$ cat src/rtl/open_loop_pkg.sv
// open_loop_pkg: shared types and helpers for the open-loop receive scheduler
package open_loop_pkg;
   // Flow context fields are stored at their widest supported width; users slice them down.
   localparam int RX_FLOWID_MAX = 32;
   localparam int RX_QIDX_MAX   = 8;
   localparam int RX_PTR_MAX    = 32;
   localparam int RX_LEN_MAX    = 64;

   typedef enum logic [2:0] {
      RX_IDLE,
      RX_ST_REQ,
      RX_ST_RESP,
      RX_ISSUE,
      RX_WRITEBACK,
      RX_REQUEUE,
      RX_NOTIFY
   } rx_sched_state_e;

   typedef struct packed {
      logic [RX_FLOWID_MAX-1:0] flowid;
      logic [RX_QIDX_MAX-1:0]   qidx;
      logic [RX_PTR_MAX-1:0]    ptr;
      logic [RX_LEN_MAX-1:0]    left;
   } rx_sched_flow_struct;

   // Width of a queue index; a single queue still needs one bit.
   function automatic int rx_qidx_w(input int n);
      return (n > 1) ? $clog2(n) : 1;
   endfunction
endpackage

$ cat src/rtl/open_loop_rx_rr_arb.sv
// open_loop_rx_rr_arb: round-robin arbiter over NUM_Q queue requests starting at rr_ptr
module open_loop_rx_rr_arb import open_loop_pkg::*; #(
   parameter int NUM_Q = 4
) (
   input  logic [NUM_Q-1:0]              req,
   input  logic [rx_qidx_w(NUM_Q)-1:0]   rr_ptr,
   input  logic                          advance,
   output logic [NUM_Q-1:0]              grant_oh,
   output logic [rx_qidx_w(NUM_Q)-1:0]   grant_idx,
   output logic                          any
);
   localparam int QW = rx_qidx_w(NUM_Q);

   // Scan offsets from farthest to nearest so the nearest requester at/after rr_ptr wins.
   always_comb begin
      int j;
      j = 0;
      grant_idx = '0;
      any = 1'b0;
      for (int k = NUM_Q - 1; k >= 0; k--) begin
         j = int'(rr_ptr) + k;
         if (j >= NUM_Q) j = j - NUM_Q;
         if (req[j]) begin
            grant_idx = QW'(j);
            any = 1'b1;
         end
      end
   end

   assign grant_oh = (advance && any) ? (NUM_Q'(1) << grant_idx) : '0;
endmodule

$ cat src/rtl/open_loop_rx_multiq_sched.sv
// open_loop_rx_multiq_sched: round-robin multi-queue receive scheduler issuing bounded buffer reads
module open_loop_rx_multiq_sched import open_loop_pkg::*; #(
   parameter int NUM_Q         = 4,
   parameter int FLOWID_W      = 13,
   parameter int PTR_W         = 16,
   parameter int LEN_W         = 32,
   parameter int SIZE_W        = 16,
   parameter int MAX_REQ_BYTES = 1024
) (
   input  logic                          clk,
   input  logic                          rst_n,
   input  logic                          enable,
   input  logic [NUM_Q-1:0]              q_empty,
   input  logic [NUM_Q*FLOWID_W-1:0]     q_rd_data,
   output logic [NUM_Q-1:0]              q_rd_req,
   input  logic [NUM_Q-1:0]              q_full,
   output logic [NUM_Q-1:0]              q_wr_req,
   output logic [FLOWID_W-1:0]           q_wr_data,
   output logic                          st_rd_req_val,
   input  logic                          st_rd_req_rdy,
   output logic [FLOWID_W-1:0]           st_rd_req_flowid,
   input  logic                          st_rd_resp_val,
   output logic                          st_rd_resp_rdy,
   input  logic [PTR_W-1:0]              st_rd_resp_ptr,
   input  logic [LEN_W-1:0]              st_rd_resp_left,
   output logic                          st_wr_val,
   output logic [FLOWID_W-1:0]           st_wr_flowid,
   output logic [PTR_W-1:0]              st_wr_ptr,
   output logic [LEN_W-1:0]              st_wr_left,
   output logic                          rd_req_val,
   input  logic                          rd_req_rdy,
   output logic [FLOWID_W-1:0]           rd_req_flowid,
   output logic [PTR_W-1:0]              rd_req_offset,
   output logic [SIZE_W-1:0]             rd_req_size,
   output logic                          done_val,
   input  logic                          done_rdy,
   output logic [FLOWID_W-1:0]           done_flowid,
   output logic [rx_qidx_w(NUM_Q)-1:0]   done_q
);
   localparam int QW = rx_qidx_w(NUM_Q);

   rx_sched_state_e     state_q, state_d;
   logic [QW-1:0]       rr_ptr_q, rr_ptr_d;
   rx_sched_flow_struct flow_q, flow_d;
   logic [SIZE_W-1:0]   size_q, size_d;

   logic [NUM_Q-1:0]    grant_oh;
   logic [QW-1:0]       grant_idx;
   logic                any_req;
   logic                advance;
   logic [FLOWID_W-1:0] head, flowid;
   logic [QW-1:0]       qidx;
   logic [PTR_W-1:0]    ptr, new_ptr;
   logic [LEN_W-1:0]    left, new_left;
   logic [SIZE_W-1:0]   resp_size;
   logic                unused_flow_bits;

   // Only the low bits of the wide flow context are meaningful for this instance.
   assign flowid           = flow_q.flowid[FLOWID_W-1:0];
   assign qidx             = flow_q.qidx[QW-1:0];
   assign ptr              = flow_q.ptr[PTR_W-1:0];
   assign left             = flow_q.left[LEN_W-1:0];
   assign unused_flow_bits = ^flow_q;

   // Reset also gates the pop so nothing leaves a queue while the block is held in reset.
   assign advance = rst_n && enable && (state_q == RX_IDLE);
   assign head    = q_rd_data[grant_idx*FLOWID_W +: FLOWID_W];

   open_loop_rx_rr_arb #(.NUM_Q(NUM_Q)) u_arb (
      .req       (~q_empty),
      .rr_ptr    (rr_ptr_q),
      .advance   (advance),
      .grant_oh  (grant_oh),
      .grant_idx (grant_idx),
      .any       (any_req)
   );

   // Chunk size is capped; when left is below the cap it already fits in SIZE_W.
   assign resp_size = (st_rd_resp_left >= LEN_W'(MAX_REQ_BYTES)) ? SIZE_W'(MAX_REQ_BYTES)
                                                                  : SIZE_W'(st_rd_resp_left);
   assign new_ptr   = ptr + PTR_W'(size_q);
   assign new_left  = left - LEN_W'(size_q);

   // Next-state and flow-context update for one grant's walk through the FSM.
   always_comb begin
      state_d  = state_q;
      rr_ptr_d = rr_ptr_q;
      flow_d   = flow_q;
      size_d   = size_q;
      case (state_q)
         RX_IDLE: if (advance && any_req) begin
            flow_d.flowid = RX_FLOWID_MAX'(head);
            flow_d.qidx   = RX_QIDX_MAX'(grant_idx);
            rr_ptr_d      = (grant_idx == QW'(NUM_Q - 1)) ? '0 : grant_idx + QW'(1);
            state_d       = RX_ST_REQ;
         end
         RX_ST_REQ: state_d = st_rd_req_rdy ? RX_ST_RESP : RX_ST_REQ;
         RX_ST_RESP: if (st_rd_resp_val) begin
            flow_d.ptr  = RX_PTR_MAX'(st_rd_resp_ptr);
            flow_d.left = RX_LEN_MAX'(st_rd_resp_left);
            size_d      = resp_size;
            state_d     = (st_rd_resp_left == '0) ? RX_NOTIFY : RX_ISSUE;
         end
         RX_ISSUE: state_d = rd_req_rdy ? RX_WRITEBACK : RX_ISSUE;
         RX_WRITEBACK: begin
            flow_d.ptr  = RX_PTR_MAX'(new_ptr);
            flow_d.left = RX_LEN_MAX'(new_left);
            state_d     = (new_left != '0) ? RX_REQUEUE : RX_NOTIFY;
         end
         RX_REQUEUE: state_d = q_full[qidx] ? RX_REQUEUE : RX_IDLE;
         RX_NOTIFY: state_d = done_rdy ? RX_IDLE : RX_NOTIFY;
         default: state_d = RX_IDLE;
      endcase
   end

   // Scheduler state, round-robin pointer and latched flow context.
   always_ff @(posedge clk or negedge rst_n) begin
      if (!rst_n) begin
         state_q  <= RX_IDLE;
         rr_ptr_q <= '0;
         flow_q   <= '0;
         size_q   <= '0;
      end else begin
         state_q  <= state_d;
         rr_ptr_q <= rr_ptr_d;
         flow_q   <= flow_d;
         size_q   <= size_d;
      end
   end

   assign q_rd_req         = grant_oh;
   assign q_wr_req         = (state_q == RX_REQUEUE && !q_full[qidx]) ? (NUM_Q'(1) << qidx) : '0;
   assign q_wr_data        = flowid;
   assign st_rd_req_val    = (state_q == RX_ST_REQ);
   assign st_rd_req_flowid = flowid;
   assign st_rd_resp_rdy   = (state_q == RX_ST_RESP);
   assign st_wr_val        = (state_q == RX_WRITEBACK);
   assign st_wr_flowid     = flowid;
   assign st_wr_ptr        = new_ptr;
   assign st_wr_left       = new_left;
   assign rd_req_val       = (state_q == RX_ISSUE);
   assign rd_req_flowid    = flowid;
   assign rd_req_offset    = ptr;
   assign rd_req_size      = size_q;
   assign done_val         = (state_q == RX_NOTIFY);
   assign done_flowid      = flowid;
   assign done_q           = qidx;
endmodule
$ cat config.mk
export PLATFORM = sky130hd
export DESIGN_NAME = open_loop_rx_multiq_sched
export DESIGN_NICKNAME = d
export VERILOG_FILES = /design/src/rtl/open_loop_pkg.sv /design/src/rtl/open_loop_rx_rr_arb.sv /design/src/rtl/open_loop_rx_multiq_sched.sv
export SDC_FILE = /design/constraint.sdc
export NUM_CORES = 1
export LEC_CHECK = 0
export ABC_AREA = 0
export CORE_ASPECT_RATIO = 1.25
export CORE_MARGIN = 4
export CORE_UTILIZATION = 45
export CTS_BUF_LIST = sky130_fd_sc_hd__clkbuf_4 sky130_fd_sc_hd__clkbuf_8 sky130_fd_sc_hd__clkbuf_16
export CTS_CLUSTER_DIAMETER = 50
export CTS_CLUSTER_SIZE = 20
export DETAILED_ROUTE_END_ITERATION = 10
export PLACE_DENSITY = 0.86
export SLEW_MARGIN = 20
export SYNTH_ARGS = -nofsm -noshare
export SYNTH_HDL_FRONTEND = slang
export SYNTH_SLANG_ARGS = --single-unit
$ cat constraint.sdc
create_clock -name clk -period 3.4 [get_ports clk]
set_input_delay 0.68 -clock clk [delete_from_list [all_inputs] [get_ports clk]]
set_output_delay 0.68 -clock clk [all_outputs]
set_load 0.01 [all_outputs]
After elaboration in Yosys (flattened, before gate mapping)

Index checks and enable logic that the tools add are counted.

Input bits: 115
Memories kept: 0
Output and inout bits: 160
Flip-flop bits (word level): 84
Logic and storage cells: 95
Bits in writable memories: 0
Bits in read-only memories: 0
Latch bits: 0

Add/subtract/negate cells: 10
Shift-type cells: 3
Order comparisons: 10
Reduce and logical (&&, ||, !) cells: 13
Eq/ne operators: 9
$mul: 1
Muxes and demuxes: 41
Div/mod/pow operators: 0
Bitwise gates (word level): 1

Operator list:

| operator                                                            | number |
|---|---|
| case mux 80 bit (2 select lines)                                    | 1 |
| < comparator 32 x 4 -> 1 bit, second input constant                 | 4 |
| two-way mux 32 bit                                                  | 4 |
| greater-or-equal comparator 32 x 4 -> 1 bit, second input constant  | 3 |
| subtractor 32 x 4 -> 32 bit, second input constant                  | 3 |
| two-way mux 80 bit                                                  | 1 |
| indexed part select 52 x 7 -> 13 bit                                | 1 |
| greater-or-equal comparator 32 x 11 -> 1 bit, second input constant | 1 |
| zero test 32 bit                                                    | 1 |
| nonzero test 32 bit                                                 | 1 |
| subtractor 32 x 16 -> 32 bit                                        | 1 |
| case mux 3 bit (7 select lines)                                     | 1 |
| two-way mux 3 bit                                                   | 6 |
| adder 16 bit                                                        | 1 |
| two-way mux 16 bit                                                  | 1 |
| two-way mux 2 bit                                                   | 7 |
| two-way mux 1 bit                                                   | 13 |
| binary-select mux 1 bit (select 2 bit)                              | 5 |
| == test 3 bit, second input constant                                | 3 |
| two-way mux 4 bit                                                   | 2 |
| AND reduction 2 bit                                                 | 4 |
| << shifter 1 x 2 -> 4 bit, first input constant                     | 2 |
| adder 2 x 2 -> 3 bit, second input constant                         | 2 |
| == test 3 x 2 -> 1 bit, second input constant                       | 2 |
| other kinds (15)                                                    | 18 |

Longest topological paths before layout

Gate-level depths: netlist (run 1).

Word-level depth: 13
Gate-level depth with buffers: 13
Gate-level depth less buffers: 13

Cells and area by module

A second synthesis (run 1) with hierarchy kept.

Cell total of the unflattened synthesis: 831
Area, all modules: 7090.6 µm²

By module, submodules not included:

| module                    | area each (µm²) | seq. area each (µm²) | instances | cells each |
|---|---|---|---|---|
| open_loop_rx_multiq_sched | 6959.2          | 2102.0               | 1         | 814 |
| open_loop_rx_rr_arb       | 131.4           | 0.0                  | 1         | 17 |

Least setup slack after synthesis (run 1)

Ideal clock, no wire load.

Kind: reg2out
Start: reg size_q[1] (netlist: rd_req_size[1])
End: out st_wr_left[25]
Path slack: 0.140 ns
Stages on the path, launching flop included: 11
Path buffers: 1
Arrival time: 2.580 ns
Data required time: 2.720 ns
Cells stage by stage: dfrtp_1 inv_1 ha_1 nor2b_1 o311ai_1 a211oi_1 and3b_1 a21boi_1 or2_2 buf_2 o31ai_1

Longest elaborated chain between the ends: 1

RTL lines:

| element                      | RTL line                         | text |
|---|---|---|
| from (decl)                  | open_loop_rx_multiq_sched.sv:45  | `logic [SIZE_W-1:0] size_q, size_d;` |
| from (signal assigned)       | open_loop_rx_multiq_sched.sv:127 | `size_q <= size_d;` |
| subtractor 32 x 16 -> 32 bit | open_loop_rx_multiq_sched.sv:82  | `assign new_left = left - LEN_W'(size_q);` |
| to (decl)                    | open_loop_rx_multiq_sched.sv:29  | `output logic [LEN_W-1:0] st_wr_left,` |

No other way between the ends.

Worst setup path after layout (run 1)

Start: reg size_q[0] (netlist: rd_req_size[0])
End: out st_wr_left[22]

Same word-level chain as after synthesis.

==> results of run 1 <==
-- what timing repair did --
| item | in CTS | in global routing |
|---|---|---|
| setup buffers | 39 | 23 |
| setup endpoints to repair | 40 | 38 |
| pin swaps | 50 | 46 |
| gates resized for setup | 198 | 69 |
-- worst max-delay path, cell delays in order, from the launching register on --
cell	delay [ps]
sky130_fd_sc_hd__dfrtp_1	420
sky130_fd_sc_hd__ha_4	190
sky130_fd_sc_hd__fa_2	420
sky130_fd_sc_hd__nor2b_4	130
sky130_fd_sc_hd__o211ai_1	170
sky130_fd_sc_hd__o21ai_1	250
sky130_fd_sc_hd__buf_4	160
sky130_fd_sc_hd__o21ai_2	60
sky130_fd_sc_hd__buf_6	130
sky130_fd_sc_hd__o211ai_1	250
sky130_fd_sc_hd__xnor2_1	210
sky130_fd_sc_hd__buf_2	200
-- where the power goes --
part | leakage [uW] | switching (uW) | internal [uW]
Combinational | 0.00391 | 4760 | 5010
Sequential | 0.00106 | 515 | 1410
Clock | 0.000158 | 433 | 686
Total | 0.00513 | 5710 | 7100
-- state kept, by name, indices dropped and copies added, names as in the netlist --
register and flops:
state_q 3, flow_q 32, rd_req_offset 16, rd_req_size 16
done_flowid 13, rr_ptr_q 2, done_q 2
-- cells by family (layout without fill, tap and decap cells) --
kind of cell	after synthesis	count (layout)
flops	84	84
simple gates	347	347
fa+ha+maj	37	37
buf+inv	168	508
xor+xnor	41	41
mux	3	3
compound gates	201	201
-- area by class of cell --
class	instances	area share
multi-input cells	629	0.392
flip-flops and latches	84	0.186
inverters	45	0.0153
clock buffers	11	0.0224
repair buffers	447	0.357
well taps	182	0.0202
clock inverters	5	0.00744
-- placed cells by master (no fill, tap or decap), types with 8 or more instances in the layout --
cell type                         count
sky130_fd_sc_hd__nor4_1              11
sky130_fd_sc_hd__inv_1               35
sky130_fd_sc_hd__o22ai_1             15
sky130_fd_sc_hd__o21ai_0             54
sky130_fd_sc_hd__buf_2               19
sky130_fd_sc_hd__nand4_1              9
sky130_fd_sc_hd__nor3_1              16
sky130_fd_sc_hd__dfrtp_1             84
sky130_fd_sc_hd__inv_2                8
sky130_fd_sc_hd__buf_6               21
sky130_fd_sc_hd__ha_4                10
sky130_fd_sc_hd__a21o_1              10
sky130_fd_sc_hd__nor2_1              51
sky130_fd_sc_hd__buf_4              159
sky130_fd_sc_hd__nand2_1            163
sky130_fd_sc_hd__a21oi_1             21
sky130_fd_sc_hd__xnor2_1             20
sky130_fd_sc_hd__nand3_1             29
sky130_fd_sc_hd__o211ai_1            11
sky130_fd_sc_hd__ha_1                24
sky130_fd_sc_hd__a22oi_1             21
sky130_fd_sc_hd__clkdlybuf4s50_1    231
sky130_fd_sc_hd__clkbuf_16            9
-- stage by stage --
stage	power [uW]	hold slack [ps]	cells	setup slack, ps	utilization
5_1_grt	13500	509	1403	-314	0.751
3_5_place_dp	10000	477	1335	-387	0.664
2_1_floorplan	6150	384	881	140	-
4_1_cts	11800	482	1388	-109	0.726
3_3_place_gp	9880	469	1335	-309	0.664
6_report	12800	470	1403	-211	0.751
-- worst min-delay path by stage --
stage                             endpoint  depth (start not counted)
after floorplan             done_flowid[0]                          0
after global placement           flow_q[3]                          2
after detailed placement         flow_q[5]                          2
after CTS                 rd_req_offset[5]                          2
after global routing      rd_req_offset[5]                          2
final                     rd_req_offset[5]                          2
-- layer usage --
layer	up-vias	wire length, um	GRT usage
met5	-	0	0
met4	0	1470	0.157
met3	126	2420	0.0562
met2	559	14100	0.537
met1	3827	9640	0.309
li1	3657	-	-
==> results.yml, run 1 <==
logic_synthesis:
  synth.top_cells.by_count: "167 x sky130_fd_sc_hd__nand2_1, 84 x sky130_fd_sc_hd__buf_4, 84 x sky130_fd_sc_hd__dfrtp_1"
  synth_nets: 1033
  synthSimpleGateAreaFrac: 0.233
  synth-seq-area-share: 0.305
  syn_area_per_cell_um2: 7.81
  yosys_synthesis_warning_count: 0
  synth_top_family_by_area: "simple AND/OR/NAND/NOR gates"
  yosysUniqueCellTypes: 74
  netlist_instances: 881
  synth_xor_xnor_area_share: 0.0522
  syn-cell-area_mm2: 0.00688
  synthFlopType: "sky130_fd_sc_hd__dfrtp_1"
  cell_with_the_most_instances_after_synthesis: "sky130_fd_sc_hd__nand2_1"
  post-synth-top-area-cell: "sky130_fd_sc_hd__dfrtp_1"
  synth-compound-area-share: 0.191
  synth_top_area_share: 0.305
  cell_types_occupying_the_most_area_after_synthesis: "sky130_fd_sc_hd__dfrtp_1 31%, sky130_fd_sc_hd__buf_4 9.2%, sky130_fd_sc_hd__nand2_1 9.1%"
  synth_async_sr_flop_share: 1.00
  synthMuxAreaShare: 0.00654
  number_of_enable_type_register_cells_in_the_synthesized_netlist: 0
  synthesized_area_fraction_occupied_by_adder_cells: 0.0694
  ys_seq_elements: 84
routing:
  detailedRoute.firstPassIterationCount: 5
  drt_drc: 0
  detailedRoute.firstIterationViolations: 657
  vias_per_instance: 5.82
  detailroute.via_count: 8169
  post_route_ant_nets: 0
  wl_final_mm: 27.7
  drt-wirelength-per-cell_um: 19.7
sta:
  worst-slew-pin-transition_ps: 758
  setup_skew_after_layout_ps: 10.1
  finalSetupTns_ps: -2240
  period_minus_slack_ps: 3610
  timing.final.setup_violations: 21
  max_freq_mhz: 277
  fin_crit_sh: 1.06
  final-max-slew-violation-count: 0
  worst_slew_margin_rel: 0.494
  unrepaired_setup_endpoints_after_global_routing: "true"
  timing.final.hold_violations: 0
  setup_ws_ps: -211
clock_network:
  clock_sink_count: 84
  cts-root-to-sink-buffers: 2
  htreeDepth: 3
  tritoncts: "built"
  holdBufCountCts: 0
  cts_bufs_inserted: 9
  cts.reportedPaths.clkPinSlew_ps: 70
  clk-insertion-delay-late_ps: 350
  clock-root-buffer: "sky130_fd_sc_hd__clkbuf_16"
critical_path:
  worst-r2r-cell-count: 14
  worst_ep_required_time_ps: 2720
  regToRegSetupSlack_ps: -30
  timing.critical_path.fanout_max: 3
  criticalPathCategory: "reg2out"
  worst-endpoint-arrival_ps: 2930
  launch_point_of_the_critical_path: "rd_req_size[0]"
  worst_reg2reg_path_startpoint: "rd_req_size[1]"
  worst_setup_path_end_kind: "output pin"
  r2r-end: "state_q[0]"
  crit_path_end: "st_wr_left[22]"
  critPathLaunchType: "register"
layout:
  antennaDiodeCount: 0
  multi_input_area_mm2: 0.00441
  fin_area_mm2: 0.0113
  number_of_filler_instances_in_the_final_layout: 987
  drive_above_1_share: 0.263
  finalNetCount: 1368
  layout-area-overhead-vs-synth_pct: 63.8
  register_area_mm2: 0.00210
die:
  initial_core_utilization: 0.458
  floorplan.core_area_mm2: 0.0150
  die_w_um: 119
  chipHeight_um: 146
  floorplan.rows: 50
  design.portCount: 275
  die_area_mm2: 0.0174
global_route:
  grt_pass1_vias: 8239
  global_route.overflow_total: 0
  maximum_number_of_pins_on_one_net_before_global_route_repair: 60
  antenna_found_initial: 0
  gr-usage-all-layers: 0.291
  grt_pass1_wl_mm: 40.8
power_and_ir_drop:
  static-leakage-power_uw: 0.00513
  power.density_cell_area_mw_per_mm2: 1140
  ir_worst_vdd_uv: 456
run:
  cap_violations: 0
status:
  status: "complete, but fails checks"
  violations: "setup timing"
place:
  buffer_ports.inserted: 274
  hpwlAfterDp_mm: 18.5
  post_dp_cell_area_mm2: 0.00997
  gpl.final_weighted_congestion: 0.930
worst_hold_path:
  min_path_type: "in2async"
(Power assumes the default switching activity.)
==> run 2: changes to the inputs <==
--- a/config.mk
+++ b/config.mk
@@ -9,10 +9,11 @@
 export CORE_ASPECT_RATIO = 1.25
 export CORE_MARGIN = 4
 export CORE_UTILIZATION = 45
-export CTS_BUF_LIST = sky130_fd_sc_hd__clkbuf_4 sky130_fd_sc_hd__clkbuf_8 sky130_fd_sc_hd__clkbuf_16
+export CTS_BUF_LIST = sky130_fd_sc_hd__clkbuf_4
 export CTS_CLUSTER_DIAMETER = 50
 export CTS_CLUSTER_SIZE = 20
 export DETAILED_ROUTE_END_ITERATION = 10
+export GPL_ROUTABILITY_DRIVEN = 0
 export PLACE_DENSITY = 0.86
 export SLEW_MARGIN = 20
 export SYNTH_ARGS = -nofsm -noshare
==> run 2 against run 1 <==
  * The run still ends with setup timing left
  * Die area did not move
  * Clock skew is 30 ps higher
  * Core utilization grew 0.73 points
  * Clock power is 37% lower
  * Worst setup slack worse by 300 ps
  * Register-to-register slack worse by 230 ps
  * Critical path depth rose by 1
  * Flip-flop and latch count unchanged
  * Critical endpoint is now st_wr_left[20]
  * Largest power group unchanged
==> results.yml, run 2 (synthesized netlist as in run 1, its figures left out) <==
clock_network:
  cts-root-to-sink-buffers: 2
  clock-root-buffer: "sky130_fd_sc_hd__clkbuf_4"
  cts.reportedPaths.clkPinSlew_ps: 180
  htreeDepth: 3
  cts_bufs_inserted: 9
  tritoncts: "built"
  clk-insertion-delay-late_ps: 530
  clock_sink_count: 84
  holdBufCountCts: 0
sta:
  finalSetupTns_ps: -8860
  period_minus_slack_ps: 3910
  worst-slew-pin-transition_ps: 599
  hold-worst-slack_ps: 270
  setup_ws_ps: -508
  final-max-slew-violation-count: 0
  max_freq_mhz: 256
  worst_slew_margin_rel: 0.600
  setup_skew_after_layout_ps: 40.5
  unrepaired_setup_endpoints_after_global_routing: "true"
  timing.final.setup_violations: 33
  timing.final.hold_violations: 0
  fin_crit_sh: 1.15
routing:
  vias_per_instance: 6.21
  drt_drc: 0
  wl_final_mm: 31.7
  post_route_ant_nets: 0
  detailroute.via_count: 8862
  drt-wirelength-per-cell_um: 22.3
  detailedRoute.firstIterationViolations: 1101
  detailedRoute.firstPassIterationCount: 6
layout:
  drive_above_1_share: 0.311
  final_cell_count_without_fillers: 1426
  finalNetCount: 1387
  layout_commonest_cell: "sky130_fd_sc_hd__clkdlybuf4s50_1"
  most-common-layout-cells: "229 x sky130_fd_sc_hd__clkdlybuf4s50_1, 177 x sky130_fd_sc_hd__buf_4, 160 x sky130_fd_sc_hd__nand2_1"
  regMostFlops: "flow_q"
  layout-area-overhead-vs-synth_pct: 65.4
  final_core_utilization: 0.758
  largest_register_ffs: 32
power_and_ir_drop:
  fin_total_pwr_uw: 13600
  ir_worst_vdd_uv: 490
  static-leakage-power_uw: 0.00517
  power.density_cell_area_mw_per_mm2: 1190
die:
  die_area_mm2: 0.0174
  floorplan.rows: 50
  initial_core_utilization: 0.458
  design.portCount: 275
  chipHeight_um: 146
  floorplan.core_area_mm2: 0.0150
  die_w_um: 119
worst_hold_path:
  min_path_type: "in2async"
place:
  buffer_ports.inserted: 274
  placed_cells: 1338
  hpwlAfterDp_mm: 18.4
global_route:
  grt_pass1_wl_mm: 42.8
  gr-usage-all-layers: 0.306
  grt_pass1_vias: 8460
  global_route.overflow_total: 0
  antenna_found_initial: 2
  maximum_number_of_pins_on_one_net_before_global_route_repair: 60
status:
  status: "complete, but fails checks"
  violations: "setup timing"
critical_path:
  worst_ep_required_time_ps: 2720
  worst-endpoint-arrival_ps: 3230
  critical-path-max-stage-delay_ps: 470
  slowest_stage: "sky130_fd_sc_hd__dfrtp_1"
  worst_reg2reg_path_startpoint: "rd_req_size[10]"
  timing.critical_path.fanout_max: 4
  launch_point_of_the_critical_path: "rd_req_size[1]"
  criticalPathCategory: "reg2out"
  critical_path.cell_chain: "buf_6, fa_2, nor2b_4, o211ai_1, a21oi_1, a211oi_2, buf_4, o211ai_1, xor2_1, buf_4, inv_2, buf_6"
  worst_path_dominant_cell_family: "compound AO/OA/AOI/OAI gates"
  critical_path_buf_inv_count: 5
  worst_setup_path_end_kind: "output pin"
  critPathLaunchType: "register"
run:
  cap_violations: 0
run 2: cell count changes in the layout (fill, tap and decap cells not counted), sizes merged:
cell           before  now
buf               200  227
clkdlybuf4s15       1    0
diode               0    4
clkinv              2    5
clkinvlp            2    1
dlymetal6s2s        7    4
clkdlybuf4s50     231  229
dlygate4sd2         7    3
run 2: cell type report:
type                       instances  area (um^2)
antenna                            4         10.0
sequential                        84         2100
tap                              182          228
inverter                          45          170
clock inverter                     7         91.3
multi-input combinational        629         4580
timing repair buffer             466         4130
fill                             933         3630
clock buffer                       9         67.6
run 2: worst paths after layout:
check	cells after the start	slack, ps	endpoint
worst min-delay path	2	270	rd_req_offset[9]
worst min register to register	2	530	flow_q[3]
max in group asynchronous	3	2070	done_q[0]
worst max register to register	15	-260	state_q[0]
worst max-delay path	12	-510	st_wr_left[20]
min in group clk	2	530	flow_q[3]
run 2: where the power goes:
group	internal (uW)	switching (uW)	total, uW
Combinational	5460	5430	10900
Sequential	1400	563	1960
Clock	295	411	706
run 2: repair_timing:
action                     in CTS  in global routing
resized for setup             240                101
setup buffers                  61                 27
setup endpoints to repair      42                 50
pin swaps                      66                 61
run 2: per-layer routing:
| metal | GRT usage | part of all wire |
|---|---|---|
| met4 | 0.188 | 0.081 |
| met1 | 0.327 | 0.33 |
| met5 | 0 | 0 |
| met3 | 0.0721 | 0.11 |
| met2 | 0.543 | 0.48 |
run 2: metrics by stage:
| stage | cell area [um^2] | worst slack (ps) |
|---|---|---|
| floorplan | 6880 | 140 |
| global placement | 9990 | -253 |
| detailed placement | 9990 | -312 |
| CTS | 10900 | -335 |
| global route | 11400 | -719 |
| finish | 11400 | -508 |
